--- config.mk ---
export PLATFORM = sky130hd
export DESIGN_NAME = sha256_compress_core_flat
export DESIGN_NICKNAME = d
export VERILOG_FILES = /design/src/rtl/sha256_compress_core_if.sv /design/src/rtl/sha256_compress_core.sv /design/src/flat_wrapper.sv
export SDC_FILE = /design/constraint.sdc
export NUM_CORES = 2
export LEC_CHECK = 0
export ABC_AREA = 0
export CAP_MARGIN = 20
export CORE_ASPECT_RATIO = 0.5
export CORE_MARGIN = 5
export CORE_UTILIZATION = 52
export CTS_BUF_LIST = sky130_fd_sc_hd__clkbuf_2
export DETAILED_ROUTE_END_ITERATION = 12
export DONT_BUFFER_PORTS = 1
export PLACE_DENSITY_LB_ADDON = 0.15
export REMOVE_ABC_BUFFERS = 1
export SLEW_MARGIN = 5
export SYNTH_ARGS = -nofsm -noshare
export SYNTH_HDL_FRONTEND = slang
export SYNTH_SLANG_ARGS = --single-unit
--- constraint.sdc ---
create_clock -name clk -period 10.3 [get_ports clk]
set_clock_uncertainty 0.05 [all_clocks]
set_input_delay 1.03 -clock clk [delete_from_list [all_inputs] [get_ports clk]]
set_output_delay 1.03 -clock clk [all_outputs]
set_load 0.02 [all_outputs]
--- src/rtl/sha256_compress_core_if.sv ---
// Request/result bundle between the block padder and the SHA-256 compression core.
// No timing of its own; signal timing is set by the core.
// Backpressure is busy: start is only sampled while busy is low, no queueing.
//
// Signals:
//   start     padder -> core  request to compress one block
//   block_in  padder -> core  512-bit block, W0 in [511:480] ... W15 in [31:0]
//   hash_in   padder -> core  256-bit chaining value, H0 in [255:224] ... H7 in [31:0]
//   busy      core -> padder  a block is in flight
//   done      core -> padder  one-cycle pulse, hash_out updated
//   hash_out  core -> padder  result, same packing as hash_in, held until next done
interface sha256_compress_core_if;
  logic         start;
  logic [511:0] block_in;
  logic [255:0] hash_in;
  logic         busy;
  logic         done;
  logic [255:0] hash_out;

  modport master (
    output start, block_in, hash_in,
    input  busy, done, hash_out
  );

  modport slave (
    input  start, block_in, hash_in,
    output busy, done, hash_out
  );
endinterface

--- src/rtl/sha256_compress_core.sv ---
// Iterative SHA-256 compression: one round per clock, 16-word rolling message schedule.
// Latency: start accepted in cycle 0 -> done pulse in cycle ROUNDS+2 (66 for SHA-256).
// Backpressure: busy high from cycle 1 through FINAL; start while busy is dropped.
//
// Ports:
//   clk    rising-edge clock
//   rst_n  asynchronous active-low reset
//   bus    slave side of sha256_compress_core_if (start/block_in/hash_in in,
//          busy/done/hash_out out)
module sha256_compress_core #(
  parameter int ROUNDS = 64
) (
  input  logic                   clk,
  input  logic                   rst_n,
  sha256_compress_core_if.slave  bus
);

  typedef enum logic [1:0] {
    IDLE  = 2'd0,
    ROUND = 2'd1,
    FINAL = 2'd2
  } state_t;

  localparam logic [6:0] LAST_T = 7'(ROUNDS - 1);

  localparam logic [31:0] K [64] = '{
    32'h428a2f98, 32'h71374491, 32'hb5c0fbcf, 32'he9b5dba5, 32'h3956c25b, 32'h59f111f1, 32'h923f82a4, 32'hab1c5ed5,
    32'hd807aa98, 32'h12835b01, 32'h243185be, 32'h550c7dc3, 32'h72be5d74, 32'h80deb1fe, 32'h9bdc06a7, 32'hc19bf174,
    32'he49b69c1, 32'hefbe4786, 32'h0fc19dc6, 32'h240ca1cc, 32'h2de92c6f, 32'h4a7484aa, 32'h5cb0a9dc, 32'h76f988da,
    32'h983e5152, 32'ha831c66d, 32'hb00327c8, 32'hbf597fc7, 32'hc6e00bf3, 32'hd5a79147, 32'h06ca6351, 32'h14292967,
    32'h27b70a85, 32'h2e1b2138, 32'h4d2c6dfc, 32'h53380d13, 32'h650a7354, 32'h766a0abb, 32'h81c2c92e, 32'h92722c85,
    32'ha2bfe8a1, 32'ha81a664b, 32'hc24b8b70, 32'hc76c51a3, 32'hd192e819, 32'hd6990624, 32'hf40e3585, 32'h106aa070,
    32'h19a4c116, 32'h1e376c08, 32'h2748774c, 32'h34b0bcb5, 32'h391c0cb3, 32'h4ed8aa4a, 32'h5b9cca4f, 32'h682e6ff3,
    32'h748f82ee, 32'h78a5636f, 32'h84c87814, 32'h8cc70208, 32'h90befffa, 32'ha4506ceb, 32'hbef9a3f7, 32'hc67178f2
  };

  // Rotation by a constant amount reduces to wiring.
  function automatic logic [31:0] rotr(input logic [31:0] x, input int n);
    logic [63:0] dbl;
    dbl = {x, x} >> n;
    return dbl[31:0];
  endfunction

  function automatic logic [31:0] big_sigma0(input logic [31:0] x);
    return rotr(x, 2) ^ rotr(x, 13) ^ rotr(x, 22);
  endfunction

  function automatic logic [31:0] big_sigma1(input logic [31:0] x);
    return rotr(x, 6) ^ rotr(x, 11) ^ rotr(x, 25);
  endfunction

  function automatic logic [31:0] small_sigma0(input logic [31:0] x);
    return rotr(x, 7) ^ rotr(x, 18) ^ (x >> 3);
  endfunction

  function automatic logic [31:0] small_sigma1(input logic [31:0] x);
    return rotr(x, 17) ^ rotr(x, 19) ^ (x >> 10);
  endfunction

  state_t      state_q, state_d;
  logic [6:0]  t_q, t_d;
  logic [31:0] v_q [8];      // working variables a..h, v_q[0] = a
  logic [31:0] v_d [8];
  logic [31:0] w_q [16];     // schedule window, w_q[0] is W[t]
  logic [31:0] w_d [16];
  logic [31:0] hsav_q [8];   // chaining value captured at start
  logic [31:0] hsav_d [8];
  logic [255:0] hash_q, hash_d;
  logic        done_q, done_d;

  logic [31:0] ch, maj, t1, t2, w_next;

  assign ch     = (v_q[4] & v_q[5]) ^ (~v_q[4] & v_q[6]);
  assign maj    = (v_q[0] & v_q[1]) ^ (v_q[0] & v_q[2]) ^ (v_q[1] & v_q[2]);
  assign t1     = v_q[7] + big_sigma1(v_q[4]) + ch + K[t_q[5:0]] + w_q[0];
  assign t2     = big_sigma0(v_q[0]) + maj;
  // W[t+16] lands in the top slot as the window slides down one word.
  assign w_next = small_sigma1(w_q[14]) + w_q[9] + small_sigma0(w_q[1]) + w_q[0];

  always_comb begin
    state_d = state_q;
    t_d     = t_q;
    v_d     = v_q;
    w_d     = w_q;
    hsav_d  = hsav_q;
    hash_d  = hash_q;
    done_d  = 1'b0;
    case (state_q)
      IDLE: begin
        if (bus.start) begin
          for (int i = 0; i < 16; i++) w_d[i] = bus.block_in[511 - 32*i -: 32];
          for (int i = 0; i < 8; i++) begin
            v_d[i]    = bus.hash_in[255 - 32*i -: 32];
            hsav_d[i] = bus.hash_in[255 - 32*i -: 32];
          end
          t_d     = '0;
          state_d = ROUND;
        end
      end
      ROUND: begin
        v_d[7] = v_q[6];
        v_d[6] = v_q[5];
        v_d[5] = v_q[4];
        v_d[4] = v_q[3] + t1;
        v_d[3] = v_q[2];
        v_d[2] = v_q[1];
        v_d[1] = v_q[0];
        v_d[0] = t1 + t2;
        for (int i = 0; i < 15; i++) w_d[i] = w_q[i+1];
        w_d[15] = w_next;
        t_d     = t_q + 7'd1;
        if (t_q == LAST_T) state_d = FINAL;
      end
      FINAL: begin
        for (int i = 0; i < 8; i++) hash_d[255 - 32*i -: 32] = hsav_q[i] + v_q[i];
        done_d  = 1'b1;
        state_d = IDLE;
      end
      default: state_d = IDLE;
    endcase
  end

  always_ff @(posedge clk or negedge rst_n) begin
    if (!rst_n) begin
      state_q <= IDLE;
      t_q     <= '0;
      hash_q  <= '0;
      done_q  <= 1'b0;
      for (int i = 0; i < 8; i++) begin
        v_q[i]    <= '0;
        hsav_q[i] <= '0;
      end
      for (int i = 0; i < 16; i++) w_q[i] <= '0;
    end else begin
      state_q <= state_d;
      t_q     <= t_d;
      hash_q  <= hash_d;
      done_q  <= done_d;
      v_q     <= v_d;
      hsav_q  <= hsav_d;
      w_q     <= w_d;
    end
  end

  assign bus.busy     = (state_q != IDLE);
  assign bus.done     = done_q;
  assign bus.hash_out = hash_q;

endmodule

--- src/flat_wrapper.sv ---
// flat-port wrapper written by rule: the top's interface ports become plain ports
module sha256_compress_core_flat 
#(
  parameter int ROUNDS = 64
)
  (clk, rst_n, bus_start, bus_block_in, bus_hash_in, bus_busy, bus_done, bus_hash_out);
  sha256_compress_core_if bus_i ();
  input  logic clk;
  input  logic rst_n;
  input wire logic [$bits(bus_i.start)-1:0] bus_start;
  input wire logic [$bits(bus_i.block_in)-1:0] bus_block_in;
  input wire logic [$bits(bus_i.hash_in)-1:0] bus_hash_in;
  output wire logic [$bits(bus_i.busy)-1:0] bus_busy;
  output wire logic [$bits(bus_i.done)-1:0] bus_done;
  output wire logic [$bits(bus_i.hash_out)-1:0] bus_hash_out;
  assign bus_i.start = bus_start;
  assign bus_i.block_in = bus_block_in;
  assign bus_i.hash_in = bus_hash_in;
  assign bus_busy = bus_i.busy;
  assign bus_done = bus_i.done;
  assign bus_hash_out = bus_i.hash_out;
  sha256_compress_core #(.ROUNDS(ROUNDS)) u_core (.clk(clk), .rst_n(rst_n), .bus(bus_i));
endmodule
### Yosys cells after proc, flatten, opt, wreduce, memory -nomap -nowiden

Memories as Yosys holds them, arrays and structs flattened.
Cells that the tools add are included.

| word-level totals | value |
|---|---|
| bits in registers | 1,290 |
| bits in read-only memories | 2,048 |
| word-level logic and storage cells | 98 |
| output and inout port bits | 258 |
| memories kept | 1 |

Memories:

| memory | depth | width | read ports | clocked after Yosys merged registers in | wr ports | RTL line | source |
|---|---|---|---|---|---|---|---|
| (name not given) | 64 | 32 | 1 | 0 | 0 | sha256_compress_core.sv:75 | `assign t1 = v_q[7] + big_sigma1(v_q[4]) + ch + K[t_q[5:0]] + w_q[0];` |

| cells by class | value |
|---|---|
| $lt $le $gt $ge | 1 |
| bitwise operators | 18 |
| muxes and demuxes | 12 |
| reduce and logical (&&, ||, !) cells | 6 |
| equality and inequality tests | 5 |
| $add $sub $neg | 19 |

Operators by type and width:

| kind | number |
|---|---|
| one-hot mux 512 bit (2 select lines) | 1 |
| adder 32 bit | 18 |
| two-way mux 512 bit | 1 |
| one-hot mux 256 bit (2 select lines) | 1 |
| XOR 32 bit | 9 |
| two-way mux 256 bit | 1 |
| bitwise AND 32 bit | 5 |
| two-way mux 32 bit | 2 |
| NOT 32 bit | 1 |
| XOR 32 x 22 -> 32 bit | 1 |
| XOR 32 x 29 -> 32 bit | 1 |
| one-hot mux 7 bit (2 select lines) | 1 |
| adder 7 x 1 -> 7 bit, second input constant | 1 |
| == test 7 x 6 -> 1 bit, second input constant | 1 |
| greater-or-equal comparator 7 bit, second input constant | 1 |
| two-way mux 7 bit | 1 |
| NOT 6 -> 7 bit | 1 |
| AND reduction 2 bit | 3 |
| two-way mux 2 bit | 2 |
| one-hot mux 2 bit (2 select lines) | 1 |
| nonzero test 2 bit | 2 |
| == test 2 x 1 -> 1 bit, second input constant | 1 |
| == test 2 bit, second input constant | 1 |
| logical NOT 2 bit | 1 |
| 3 further kinds | 3 |

### Depth between registers and ports, before layout

| depth | value |
|---|---|
| word-level depth | 8 |
| gate-level depth with buffers | 41 |
| mapped depth without buffers | 39 |

### Worst setup path after synthesis

Ideal clock, no wire load.

| path | value |
|---|---|
| path kind | reg-to-reg |
| start | register u_core.t_q[1] |
| end | register u_core.v_q[254] (netlist name) |
| arrival | 8.188 ns |
| data required time | 10.127 ns |
| library setup time | 0.123 ns |
| slack | 1.939 ns |
| cell stages (with the launch flop) | 41 |
| cells stage by stage | dfrtp_1 -> clkbuf_1 -> inv_1 -> ha_1 -> clkbuf_1 -> nand2_1 -> nand2_1 -> nor2_1 -> a211oi_1 -> a21oi_1 -> a21oi_1 -> fa_1 -> inv_1 -> fa_1 -> fa_1 -> inv_1 -> ha_1 -> inv_1 -> [5 not listed] -> nor2_1 -> o21bai_1 -> a21oi_1 -> xnor2_1 -> inv_1 -> fa_1 -> inv_1 -> ha_1 -> a21o_1 -> a21o_1 -> a21o_1 -> a21o_1 -> a2111o_1 -> a221oi_2 -> o21ai_1 -> a21oi_1 -> xnor2_1 -> o221a_2 |

| on the way | value |
|---|---|
| longest elaborated chain between the ends | 8 |

RTL lines:

| element | RTL line | source |
|---|---|---|
| start: declaration | sha256_compress_core.sv:61 | `logic [6:0] t_q, t_d;` |
| start signal: assignment | sha256_compress_core.sv:136 | `t_q <= t_d;` |
| NOT 6 -> 7 bit (implied by the code) | sha256_compress_core.sv:75 |  |
| memory read (64 x 32 bit) | n/a |  |
| two-way mux 32 bit (implied by the code) (2 in series) | sha256_compress_core.sv:75 |  |
| adder 32 bit (2 in series) | sha256_compress_core.sv:75 |  |
| adder 32 bit | sha256_compress_core.sv:108 | `v_d[0] = t1 + t2;` |
| one-hot mux 256 bit (2 select lines) | sha256_compress_core.sv:88 | `case (state_q)` |
| end signal: assignment | sha256_compress_core.sv:139 | `v_q <= v_d;` |
| end: declaration | sha256_compress_core.sv:62 | `logic [31:0] v_q [8];` |

Every way passes these cells. The select of a mux whose other input is x is not followed.
A chain may end at the register's enable or synchronous reset.

### Worst setup path after layout

| path | value |
|---|---|
| start | register u_core.t_q[0] |
| end | register u_core.v_q[255] (netlist name) |

Same word-level chain as after synthesis.

==> metrics.txt <==
# TYPE chip_impl_metric gauge
chip_impl_metric{name="ctsHtreeMaxLevel",unit=""} 5
chip_impl_metric{name="setup-tns-final",unit="ns"} 0
chip_impl_info{name="slowest_stage",value="ha_1"} 1
chip_impl_metric{name="clock_sink_count",unit=""} 1290
chip_impl_info{name="crit_path_end_kind",value="flop"} 1
chip_impl_metric{name="initial_utilization",unit=""} 0.525
chip_impl_metric{name="area_growth",unit="%"} 16.9
chip_impl_metric{name="drive_above_1_share",unit=""} 0.0713
chip_impl_metric{name="cts-buffers-inserted",unit=""} 310
chip_impl_metric{name="grt.overflow.total",unit=""} 0
chip_impl_metric{name="sequential_cell_area_fraction_in_the_yosys_report",unit=""} 0.404
chip_impl_metric{name="maxSlewViolCount",unit=""} 0
chip_impl_info{name="rsz_0062_raised_after_global_routing",value="false"} 1
chip_impl_metric{name="detail_route.wl_per_cell",unit="um"} 24.9
chip_impl_metric{name="viasPerCell",unit=""} 5.97
chip_impl_metric{name="critPathArrivalTime",unit="ns"} 10.70
chip_impl_metric{name="register_area",unit="um2"} 32300
chip_impl_metric{name="core_area",unit="um2"} 152000
chip_impl_metric{name="dpl.hpwl",unit="um"} 228000
chip_impl_metric{name="pin_count",unit=""} 1029
chip_impl_metric{name="synth-seq-cells",unit=""} 1290
chip_impl_metric{name="timing_worst_slew_pin_value",unit="ns"} 1.29
chip_impl_metric{name="syn-cell-area",unit="um2"} 79800
chip_impl_metric{name="grt_pass1_wl",unit="um"} 460000
chip_impl_metric{name="wirelength",unit="um"} 313000
chip_impl_info{name="yosys_most_used_dff",value="dfrtp_1"} 1
chip_impl_metric{name="port_buffers",unit=""} 0
chip_impl_info{name="main_area_contributors_after_synthesis",value="dfrtp_1 40%, nand2_1 11%, ha_1 6.2%"} 1
chip_impl_info{name="path_class",value="reg -> reg"} 1
chip_impl_metric{name="die_w",unit="um"} 564
chip_impl_metric{name="design.final.nets",unit=""} 11575
chip_impl_metric{name="area_of_combinational_cells_with_multiple_inputs",unit="um2"} 44100
chip_impl_info{name="netlist.top_cell.by_area",value="dfrtp_1"} 1
chip_impl_metric{name="max_freq",unit="GHz"} 0.107
chip_impl_metric{name="maxCapViolations",unit=""} 0
chip_impl_info{name="cts-root-buf",value="clkbuf_2"} 1
chip_impl_metric{name="antenna_found_initial",unit=""} 72
chip_impl_info{name="class_of_the_tightest_hold_or_removal_check",value="in -> reg"} 1
chip_impl_metric{name="via_total_after_detailed_routing",unit=""} 75059
chip_impl_metric{name="gp_congestion",unit=""} 1.01
chip_impl_metric{name="worst_path_max_stage_delay",unit="ns"} 0.69
chip_impl_metric{name="pin_count_of_the_biggest_net_entering_global_routing",unit=""} 286
chip_impl_metric{name="worst-endpoint-required",unit="ns"} 11.65
chip_impl_metric{name="synthDominantCellAreaShare",unit=""} 0.404
chip_impl_metric{name="holdBufCountCts",unit=""} 859
chip_impl_metric{name="critical_path_peak_fanout",unit=""} 12
chip_impl_metric{name="num_rows",unit=""} 101
chip_impl_metric{name="chipHeight",unit="um"} 287
chip_impl_info{name="crit_top_cell",value="inv_1"} 1
chip_impl_metric{name="async_reset_ff_frac",unit=""} 1.00
chip_impl_metric{name="design.die.area",unit="um2"} 162000
chip_impl_metric{name="clock_latency",unit="ns"} 1.55
chip_impl_metric{name="grt_util_all_layers",unit=""} 0.374
chip_impl_metric{name="synthesis.yosys.warnings",unit=""} 0
chip_impl_info{name="worstSetupStartpointType",value="flop"} 1
chip_impl_metric{name="first_pass_iters",unit=""} 6
chip_impl_metric{name="report.final.hold_viol_count",unit=""} 0
chip_impl_metric{name="cts_buffer_depth",unit=""} 4
chip_impl_metric{name="netlist-cell-type-count",unit=""} 93
chip_impl_metric{name="fillers",unit=""} 13389
chip_impl_metric{name="post_cts_resize_count",unit=""} 0
chip_impl_metric{name="post-route-period-util",unit=""} 0.908
chip_impl_metric{name="cts.reportedPaths.clkPinSlew",unit="ns"} 0.14
chip_impl_metric{name="post_synth_inst_count",unit=""} 9491
chip_impl_metric{name="final.min_clock_period",unit="ns"} 9.35
chip_impl_metric{name="drc_errors",unit=""} 0
chip_impl_metric{name="cts_setup_buffers",unit=""} 0
chip_impl_info{name="result_of_the_run",value="complete, no violations"} 1
chip_impl_info{name="cts_tree",value="done"} 1
chip_impl_metric{name="ant_nets",unit=""} 0
chip_impl_metric{name="synth_area_per_cell",unit="um2"} 8.41
chip_impl_metric{name="max_slew_margin",unit=""} 0.128
chip_impl_metric{name="finalSetupViolCount",unit=""} 0
chip_impl_metric{name="synth-edff-count",unit=""} 0
chip_impl_metric{name="first_global_vias",unit=""} 71622
chip_impl_metric{name="dr.first_iter.drc_count",unit=""} 8341
## per-stage QoR
step | area (um2) | setup slack (ns) | utilization | std cells | hold slack [ns]
final | 93300 | 0.948 | 0.613 | 12573 | 0.0950
after global routing | 93300 | 0.528 | 0.613 | 12558 | -0.0745
after CTS | 93000 | 1.09 | 0.611 | 12489 | 0.000206
after detailed placement | 81600 | 1.16 | 0.536 | 11100 | 0.419
after global placement | 81400 | 1.19 | 0.535 | 11094 | 0.414
after floorplan | 77500 | -27.61 | - | 8878 | 0.402
## state kept, by name (all words and copies together) (netlist names)
signal               count
u_core.hsav_q          256
u_core.state_q           2
u_core.t_q               7
u_core.bus.hash_out    256
u_core.bus.done          1
u_core.w_q             512
u_core.v_q             256
## final timing paths
check                                   from  slack, ns  cells past startpoint                        to
hold / removal             bus_block_in[107]       0.09                      3           u_core.w_q[107]
setup reg to reg               u_core.t_q[0]       0.95                     36           u_core.v_q[255]
max in group asynchronous              rst_n       5.72                      8            u_core.v_q[11]
min in group asynchronous              rst_n       0.54                      3  u_core.bus.hash_out[190]
hold reg to reg               u_core.v_q[72]       0.39                      2            u_core.v_q[40]
setup / recovery               u_core.t_q[0]       0.95                     36           u_core.v_q[255]
## cell usage after synthesis (19+ instances only)
| master | number |
|---|---|
| nand2_1 | 2430 |
| dfrtp_1 | 1290 |
| nor2_1 | 919 |
| a31oi_1 | 724 |
| clkbuf_1 | 573 |
| o21ai_0 | 464 |
| a21oi_1 | 397 |
| ha_1 | 393 |
| xnor2_1 | 386 |
| inv_1 | 313 |
| a21o_1 | 218 |
| fa_1 | 195 |
| xor2_1 | 173 |
| nand3_1 | 82 |
| o22ai_1 | 74 |
| nor3_1 | 61 |
| o21a_1 | 54 |
| a211oi_1 | 53 |
| nand2b_1 | 52 |
| nor2b_1 | 49 |
| o21bai_1 | 46 |
| buf_1 | 39 |
| o31ai_1 | 39 |
| o211ai_1 | 35 |
| and3_1 | 32 |
| mux2_2 | 31 |
| nand4_1 | 31 |
| mux2i_1 | 23 |
| and2_1 | 19 |
## area by class of cell
cell class | count | share of cell area
diodes | 79 | 0.00212
clock buffers | 454 | 0.0244
clock inverters | 76 | 0.00540
inverters | 316 | 0.0127
multi-input cells | 7272 | 0.473
flip-flops and latches | 1290 | 0.346
well taps | 2060 | 0.0276
repair buffers | 1026 | 0.109
## critical path: cells and delay by family (launching register included)
kind	cells	cell delay (ns)
adder cells (fa/ha/maj)	7	3.24
buffers and inverters	8	0.77
AO/OA/AOI/OAI	15	3.64
flip-flops	1	0.41
XOR/XNOR	2	0.34
AND/OR/NAND/NOR	4	0.80
## layer usage
layer | share of wire | vias to the layer above | GRT usage
met5 | 0.00020 | - | 0
met2 | 0.44 | 3459 | 0.563
li1 | - | 33987 | -
met4 | 0.040 | 10 | 0.134
met1 | 0.43 | 36841 | 0.523
met3 | 0.092 | 762 | 0.0971
## cell usage in the layout (no fill, tap or decap), types with 39 or more instances in the layout
cell type      netlist  routed
ha_1               393     393
nand2b_1            52      50
nor2b_1             49      48
o21bai_1            46      46
dlygate4sd3_1        0     857
nand2_1           2430    2428
fa_1               195     195
dfrtp_1           1290    1288
diode_2              0      79
nor3_1              61      61
nand3_1             82      82
buf_4                0     149
a211oi_1            53      53
o22ai_1             74      74
a21o_1             218     218
a21oi_1            397     397
xnor2_1            386     386
clkinv_1             3      51
nor2_1             919     918
a31oi_1            724     724
inv_1              313     313
o21ai_0            464     464
clkbuf_2             0     454
o31ai_1             39      39
o21a_1              54      54
xor2_1             173     173
## logic make-up after synthesis
group,count (synthesis),share of synthesized area
muxes,60,0.00895
and+or+nand+nor,3768,0.190
AOI/OAI and AO/OA,2292,0.181
buffers and inverters,929,0.0437
adders and majority gates,591,0.111
DFF,1290,0.404
xor gates and xnor gates,561,0.0619
Power is not shown: default switching activity piles up to over one toggle a cycle in this logic, so the estimate is an artifact.
